$ cat src/rtl/mld_15_7_tx_sequencer_if.sv
// Bundle of the sequencer's upstream word handshake, encoder control/return
// and serial code-stream signals.
interface mld_15_7_tx_sequencer_if #(
  parameter int unsigned K = 7
) ();
  logic [K-1:0] msg_data;
  logic         msg_valid;
  logic         msg_ready;
  logic         abort;
  logic         enc_clear;
  logic         enc_in;
  logic         enc_sel;
  logic         enc_out;
  logic         code_bit;
  logic         code_valid;
  logic         code_first;
  logic         code_last;
  logic [3:0]   bit_idx;
  logic [15:0]  words_sent;

  // Upstream source / encoder side.
  modport master (
    output msg_data, msg_valid, abort, enc_out,
    input  msg_ready, enc_clear, enc_in, enc_sel, code_bit, code_valid,
           code_first, code_last, bit_idx, words_sent
  );

  // Sequencer side.
  modport slave (
    input  msg_data, msg_valid, abort, enc_out,
    output msg_ready, enc_clear, enc_in, enc_sel, code_bit, code_valid,
           code_first, code_last, bit_idx, words_sent
  );
endinterface

$ cat src/rtl/mld_15_7_tx_sequencer.sv
// Serialises a K-bit word into an external (N,K) encoder: one clear cycle,
// K information cycles, then N-K parity cycles, with framing and a word count.
module mld_15_7_tx_sequencer #(
  parameter int unsigned N         = 15,
  parameter int unsigned K         = 7,
  parameter bit          MSB_FIRST = 1'b1
) (
  input logic                    clk,
  input logic                    reset,
  mld_15_7_tx_sequencer_if.slave bus
);

  typedef enum logic [1:0] {StIdle, StClear, StInfo, StParity} state_e;

  localparam logic [3:0] InfoLast   = 4'(K - 1);
  localparam logic [3:0] ParityLast = 4'(N - 1);

  state_e         state_q, state_d;
  logic [3:0]     idx_q, idx_d;
  logic [K-1:0]   shreg_q, shreg_d;
  logic [15:0]    words_q, words_d;

  logic at_last;
  logic ready;
  logic accept;
  logic enc_clear, enc_in, enc_sel, code_valid;

  assign at_last = (state_q == StParity) && (idx_q == ParityLast);
  assign accept  = bus.msg_valid && ready;

  // State register
  always_ff @(posedge clk) begin
    if (reset) begin
      state_q <= StIdle;
    end else begin
      state_q <= state_d;
    end
  end

  // Next-state logic; abort wins over everything except reset
  always_comb begin
    state_d = state_q;
    unique case (state_q)
      StIdle: begin
        if (accept) state_d = StClear;
      end
      StClear: begin
        state_d = bus.abort ? StIdle : StInfo;
      end
      StInfo: begin
        if (bus.abort)               state_d = StIdle;
        else if (idx_q == InfoLast)  state_d = StParity;
      end
      StParity: begin
        if (bus.abort)                state_d = StIdle;
        else if (idx_q == ParityLast) state_d = accept ? StClear : StIdle;
      end
      default: state_d = StIdle;
    endcase
  end

  // Output logic
  always_comb begin
    ready      = (state_q == StIdle) || (at_last && !bus.abort);
    enc_clear  = 1'b0;
    enc_sel    = 1'b0;
    enc_in     = 1'b0;
    code_valid = 1'b0;
    unique case (state_q)
      StClear: enc_clear = 1'b1;
      StInfo: begin
        code_valid = 1'b1;
        enc_in     = MSB_FIRST ? shreg_q[K-1] : shreg_q[0];
      end
      StParity: begin
        code_valid = 1'b1;
        enc_sel    = 1'b1;
      end
      default: ;
    endcase
  end

  // Datapath next state: index restarts at 0 on leaving CLEAR and is held
  // at 0 whenever no codeword bit is on the wire.
  always_comb begin
    idx_d = '0;
    if ((state_d == StInfo || state_d == StParity) && state_q != StClear) begin
      idx_d = idx_q + 4'd1;
    end

    shreg_d = shreg_q;
    if (accept) begin
      shreg_d = bus.msg_data;
    end else if (state_q != StIdle && bus.abort) begin
      shreg_d = '0;
    end else if (state_q == StInfo) begin
      shreg_d = MSB_FIRST ? {shreg_q[K-2:0], 1'b0} : {1'b0, shreg_q[K-1:1]};
    end

    words_d = words_q;
    if (at_last && !bus.abort) begin
      words_d = words_q + 16'd1;
    end
  end

  always_ff @(posedge clk) begin
    if (reset) begin
      idx_q   <= '0;
      shreg_q <= '0;
      words_q <= '0;
    end else begin
      idx_q   <= idx_d;
      shreg_q <= shreg_d;
      words_q <= words_d;
    end
  end

  assign bus.msg_ready  = ready;
  assign bus.enc_clear  = enc_clear;
  assign bus.enc_in     = enc_in;
  assign bus.enc_sel    = enc_sel;
  assign bus.code_bit   = bus.enc_out;
  assign bus.code_valid = code_valid;
  assign bus.code_first = code_valid && (idx_q == 4'd0);
  assign bus.code_last  = code_valid && (idx_q == ParityLast);
  assign bus.bit_idx    = idx_q;
  assign bus.words_sent = words_q;

endmodule

$ cat src/flat_wrapper.sv
// flat-port wrapper written by rule: the top's interface ports become plain ports
module mld_15_7_tx_sequencer_flat 
#(
  parameter int unsigned N         = 15,
  parameter int unsigned K         = 7,
  parameter bit          MSB_FIRST = 1'b1
)
  (clk, reset, bus_msg_data, bus_msg_valid, bus_abort, bus_enc_out, bus_msg_ready, bus_enc_clear, bus_enc_in, bus_enc_sel, bus_code_bit, bus_code_valid, bus_code_first, bus_code_last, bus_bit_idx, bus_words_sent);
  mld_15_7_tx_sequencer_if #(.K(K)) bus_i ();
  input logic clk;
  input logic reset;
  input wire logic [$bits(bus_i.msg_data)-1:0] bus_msg_data;
  input wire logic [$bits(bus_i.msg_valid)-1:0] bus_msg_valid;
  input wire logic [$bits(bus_i.abort)-1:0] bus_abort;
  input wire logic [$bits(bus_i.enc_out)-1:0] bus_enc_out;
  output wire logic [$bits(bus_i.msg_ready)-1:0] bus_msg_ready;
  output wire logic [$bits(bus_i.enc_clear)-1:0] bus_enc_clear;
  output wire logic [$bits(bus_i.enc_in)-1:0] bus_enc_in;
  output wire logic [$bits(bus_i.enc_sel)-1:0] bus_enc_sel;
  output wire logic [$bits(bus_i.code_bit)-1:0] bus_code_bit;
  output wire logic [$bits(bus_i.code_valid)-1:0] bus_code_valid;
  output wire logic [$bits(bus_i.code_first)-1:0] bus_code_first;
  output wire logic [$bits(bus_i.code_last)-1:0] bus_code_last;
  output wire logic [$bits(bus_i.bit_idx)-1:0] bus_bit_idx;
  output wire logic [$bits(bus_i.words_sent)-1:0] bus_words_sent;
  assign bus_i.msg_data = bus_msg_data;
  assign bus_i.msg_valid = bus_msg_valid;
  assign bus_i.abort = bus_abort;
  assign bus_i.enc_out = bus_enc_out;
  assign bus_msg_ready = bus_i.msg_ready;
  assign bus_enc_clear = bus_i.enc_clear;
  assign bus_enc_in = bus_i.enc_in;
  assign bus_enc_sel = bus_i.enc_sel;
  assign bus_code_bit = bus_i.code_bit;
  assign bus_code_valid = bus_i.code_valid;
  assign bus_code_first = bus_i.code_first;
  assign bus_code_last = bus_i.code_last;
  assign bus_bit_idx = bus_i.bit_idx;
  assign bus_words_sent = bus_i.words_sent;
  mld_15_7_tx_sequencer #(.N(N), .K(K), .MSB_FIRST(MSB_FIRST)) u_core (.clk(clk), .reset(reset), .bus(bus_i));
endmodule
$ cat config.mk
export PLATFORM = sky130hd
export DESIGN_NAME = mld_15_7_tx_sequencer_flat
export DESIGN_NICKNAME = d
export VERILOG_FILES = /design/src/rtl/mld_15_7_tx_sequencer_if.sv /design/src/rtl/mld_15_7_tx_sequencer.sv /design/src/flat_wrapper.sv
export SDC_FILE = /design/constraint.sdc
export NUM_CORES = 1
export LEC_CHECK = 0
export ABC_AREA = 1
export BUFFER_PORTS_ARGS = -buffer_cell sky130_fd_sc_hd__buf_2
export CORE_UTILIZATION = 30
export CTS_BUF_LIST = sky130_fd_sc_hd__clkbuf_4 sky130_fd_sc_hd__clkbuf_8 sky130_fd_sc_hd__clkbuf_16
export CTS_CLUSTER_DIAMETER = 200
export DETAILED_ROUTE_END_ITERATION = 8
export PLACE_DENSITY_LB_ADDON = 0.05
export SLEW_MARGIN = 10
export SYNTH_ARGS = -nofsm -noshare
export SYNTH_HDL_FRONTEND = slang
export SYNTH_SLANG_ARGS = --single-unit
export TNS_END_PERCENT = 30
$ cat constraint.sdc
create_clock -name clk -period 1.45 [get_ports clk]
set_input_delay 0.2175 -clock clk [delete_from_list [all_inputs] [get_ports clk]]
set_output_delay 0.2175 -clock clk [all_outputs]
set_load 0.01 [all_outputs]
==> results.toml <==
[flow_run]
cap_violations = 0

[sta]
worst_slew_pin_slew_ns = 0.341
drv_slew = 0
grt_setup_unrepaired = "yes"
setup_viol = 3
layout_min_cycle_time_ns = 1.53
fmax_mhz = 654
worst_slack_ns = -0.0801
post-route-period-util = 1.06
maxSlewHeadroom = 0.771
skew_ns = 0.00454
hold_viol = 0

[routing]
post_drt_via_cell_ratio = 4.32
drtPass1Iterations = 4
vias = 1657
antenna_left = 0
drt-initial-drc-count = 57
drt-total-wl_um = 4170
drc = 0
wl_per_cell_um = 10.9

[setup_path]
slowest_stage = "dfxtp_4"
reg2reg_slack_ns = 0
cp_data_required_time_ns = 1.23
startpoint_type = "register"
worstPathMaxFanout = 3
cp_cell_sequence = "inv_4, ha_4, inv_2, nor2_4, nand3_4, nand2_4, buf_6, buf_6"
worstSetupPathType = "reg -> out"
crit_top_cell = "buf_6"
slowest_delay_ns = 0.35
cp.arrival_ns = 1.31
cp-end-kind = "output pin"

[synthesis]
synth_top_area_frac = 0.357
synthTopCellsByCount = "60 x nand2_1, 40 x nor2_1, 35 x inv_1"
synth-seq-cells = 29
synth-simple-area-share = 0.359
yosysMostFrequentCell = "nand2_1"
synth-async-reset-ratio = 0
synth_ff_type = "dfxtp_1"
synth_top_family_by_area = "simple AND/OR/NAND/NOR gates"
synth_edf_count = 0
yosys_warnings = 0
synth_fa_ha_area_frac = 0.0308
syn-num-nets = 265
netlist_area_um2 = 1630
post-synth-top-area-cell = "dfxtp_1"
yosys-mux-area-fraction = 0
synthXorXnorAreaFrac = 0.0323
synthCells = 249
yosysSeqAreaShare = 0.357
postSynthAreaPerCell_um2 = 6.53
yosys.cell_types.count = 25
ys_top_cells_by_area = "dfxtp_1 36%, nand2_1 14%, nor2_1 9.2%"
synth-compound-area-share = 0.0969

[die]
fp.coreArea_um2 = 5170
die_w_um = 75.6
rows = 26
die_area_um2 = 5720
io_pins = 40
fp.dieH_um = 75.6
start_util = 0.314

[clocking]
cts.sinks = 29
insertion_delay_ns = 0.29
path_clk_slew_ns = 0.06
cts_tree = "yes"
root_buffer = "clkbuf_8"
htreeDepth = 2
ctsHoldBuffers = 0
numCtsBuffers = 5
clk_path_buf_depth = 2

[place]
io_buffers = 37
gp_congestion = 0.744
placed_cell_area_um2 = 2060
place_ws_ns = -0.0470
placedCellCount = 374
dp_hpwl_um = 3170

[power_and_ir_drop]
powerDensity_nw_per_um2 = 759
power.leakage_nw = 1.01
peakVddDrop_uv = 353
total_power_mw = 1.73

[min_path]
hold_path_class = "in -> reg"

[global_route]
grt_usage = 0.162
grt_pass1_vias = 1530
overflow = 0
antenna_found_initial = 0
grt_max_degree = 15
grt_pass1_wl_um = 6850

[finish]
area_growth_pct = 40.2
fin_area_um2 = 2280
fin_util = 0.441
n_antenna_cell = 0
drive_gt1_frac = 0.344
finalNonFillerCells = 384
finalNetCount = 329

[run_status]
status = "complete, but fails checks"
violations = "negative setup slack"
==> timing repair <==
item / in CTS / in global routing
setup endpoints to repair: 13 / 31
setup buffers: 2 / 1
gates resized for setup: 19 / 25
pin swaps: 3 / 11
==> final cells by class <==
class | count | area [um2]
multi-input cells | 176 | 948
well taps | 70 | 87.6
clock buffers | 8 | 91.3
repair buffers | 65 | 413
inverters | 36 | 150
flip-flops and latches | 29 | 589
fillers | 549 | 2890
==> power breakdown <==
part | internal, mW | total [mW] | switching [mW]
clock network | 0.397 | 0.723 | 0.326
logic | 0.0764 | 0.180 | 0.104
registers | 0.816 | 0.828 | 0.0125
total | 1.29 | 1.73 | 0.442
==> cells by family after synthesis <==
| kind of cell | Yosys count |
|---|---|
| buffers and inverters | 44 |
| XOR/XNOR | 6 |
| AND/OR/NAND/NOR | 136 |
| flip-flops | 29 |
| adder cells (fa/ha/maj) | 4 |
| AO/OA/AOI/OAI | 30 |
==> layout by cell type (no fill, tap or decap), types with 7 or more instances in the layout <==
master   synthesis  routed
a21oi_1         15      15
buf_2            0      36
buf_4            2      25
dfxtp_1         29      24
inv_1           35      33
nand2_1         60      57
nand3_1         19      17
nor2_1          40      34
o21ai_1          0       7
==> path summary, 6_finish.rpt <==
kind | to | startpoint | depth (start not counted)
min reg2reg | u_core.shreg_q[0]$_SDFFE_PP0P_ | u_core.shreg_q[0]$_SDFFE_PP0P_ | 2
min | u_core.shreg_q[0]$_SDFFE_PP0P_ | bus_msg_data[0] | 3
max | bus_msg_ready | u_core.bus.bit_idx[0]$_SDFF_PP0_ | 8
max reg2reg | u_core.bus.words_sent[9]$_SDFFE_PP0P_ | u_core.bus.bit_idx[0]$_SDFF_PP0_ | 11
==> metal layers <==
metal	wire (um)	global-route usage	share of wire	vias up
li1	-	-	-	905
met1	2230	0.235	0.54	715
met2	1740	0.231	0.42	33
met3	151	0.0437	0.036	4
met4	49	0.0556	0.012	0
met5	0	0	0	-
==> metrics by stage <==
step	TNS [ns]	hold WS, ns
5_1_grt	-1.01	0.214
6_report	-0.0899	0.204
3_5_place_dp	-0.0774	0.435
2_1_floorplan	0	0.287
4_1_cts	-0.839	0.202
3_3_place_gp	-0.0190	0.435
==> state kept, by name (all words and copies together), names as in the netlist <==
register               count
u_core.bus.bit_idx         4
u_core.state_q             2
u_core.shreg_q             7
u_core.bus.words_sent     16
==> worst max-delay path, delay by kind of cell, from the launching register on <==
| family | cells | cell delay (ns) |
|---|---|---|
| flops | 1 | 0.35 |
| buf+inv | 4 | 0.29 |
| simple gates | 3 | 0.27 |
| fa+ha+maj | 1 | 0.13 |
Note: power is estimated with default switching activity, not from simulation.
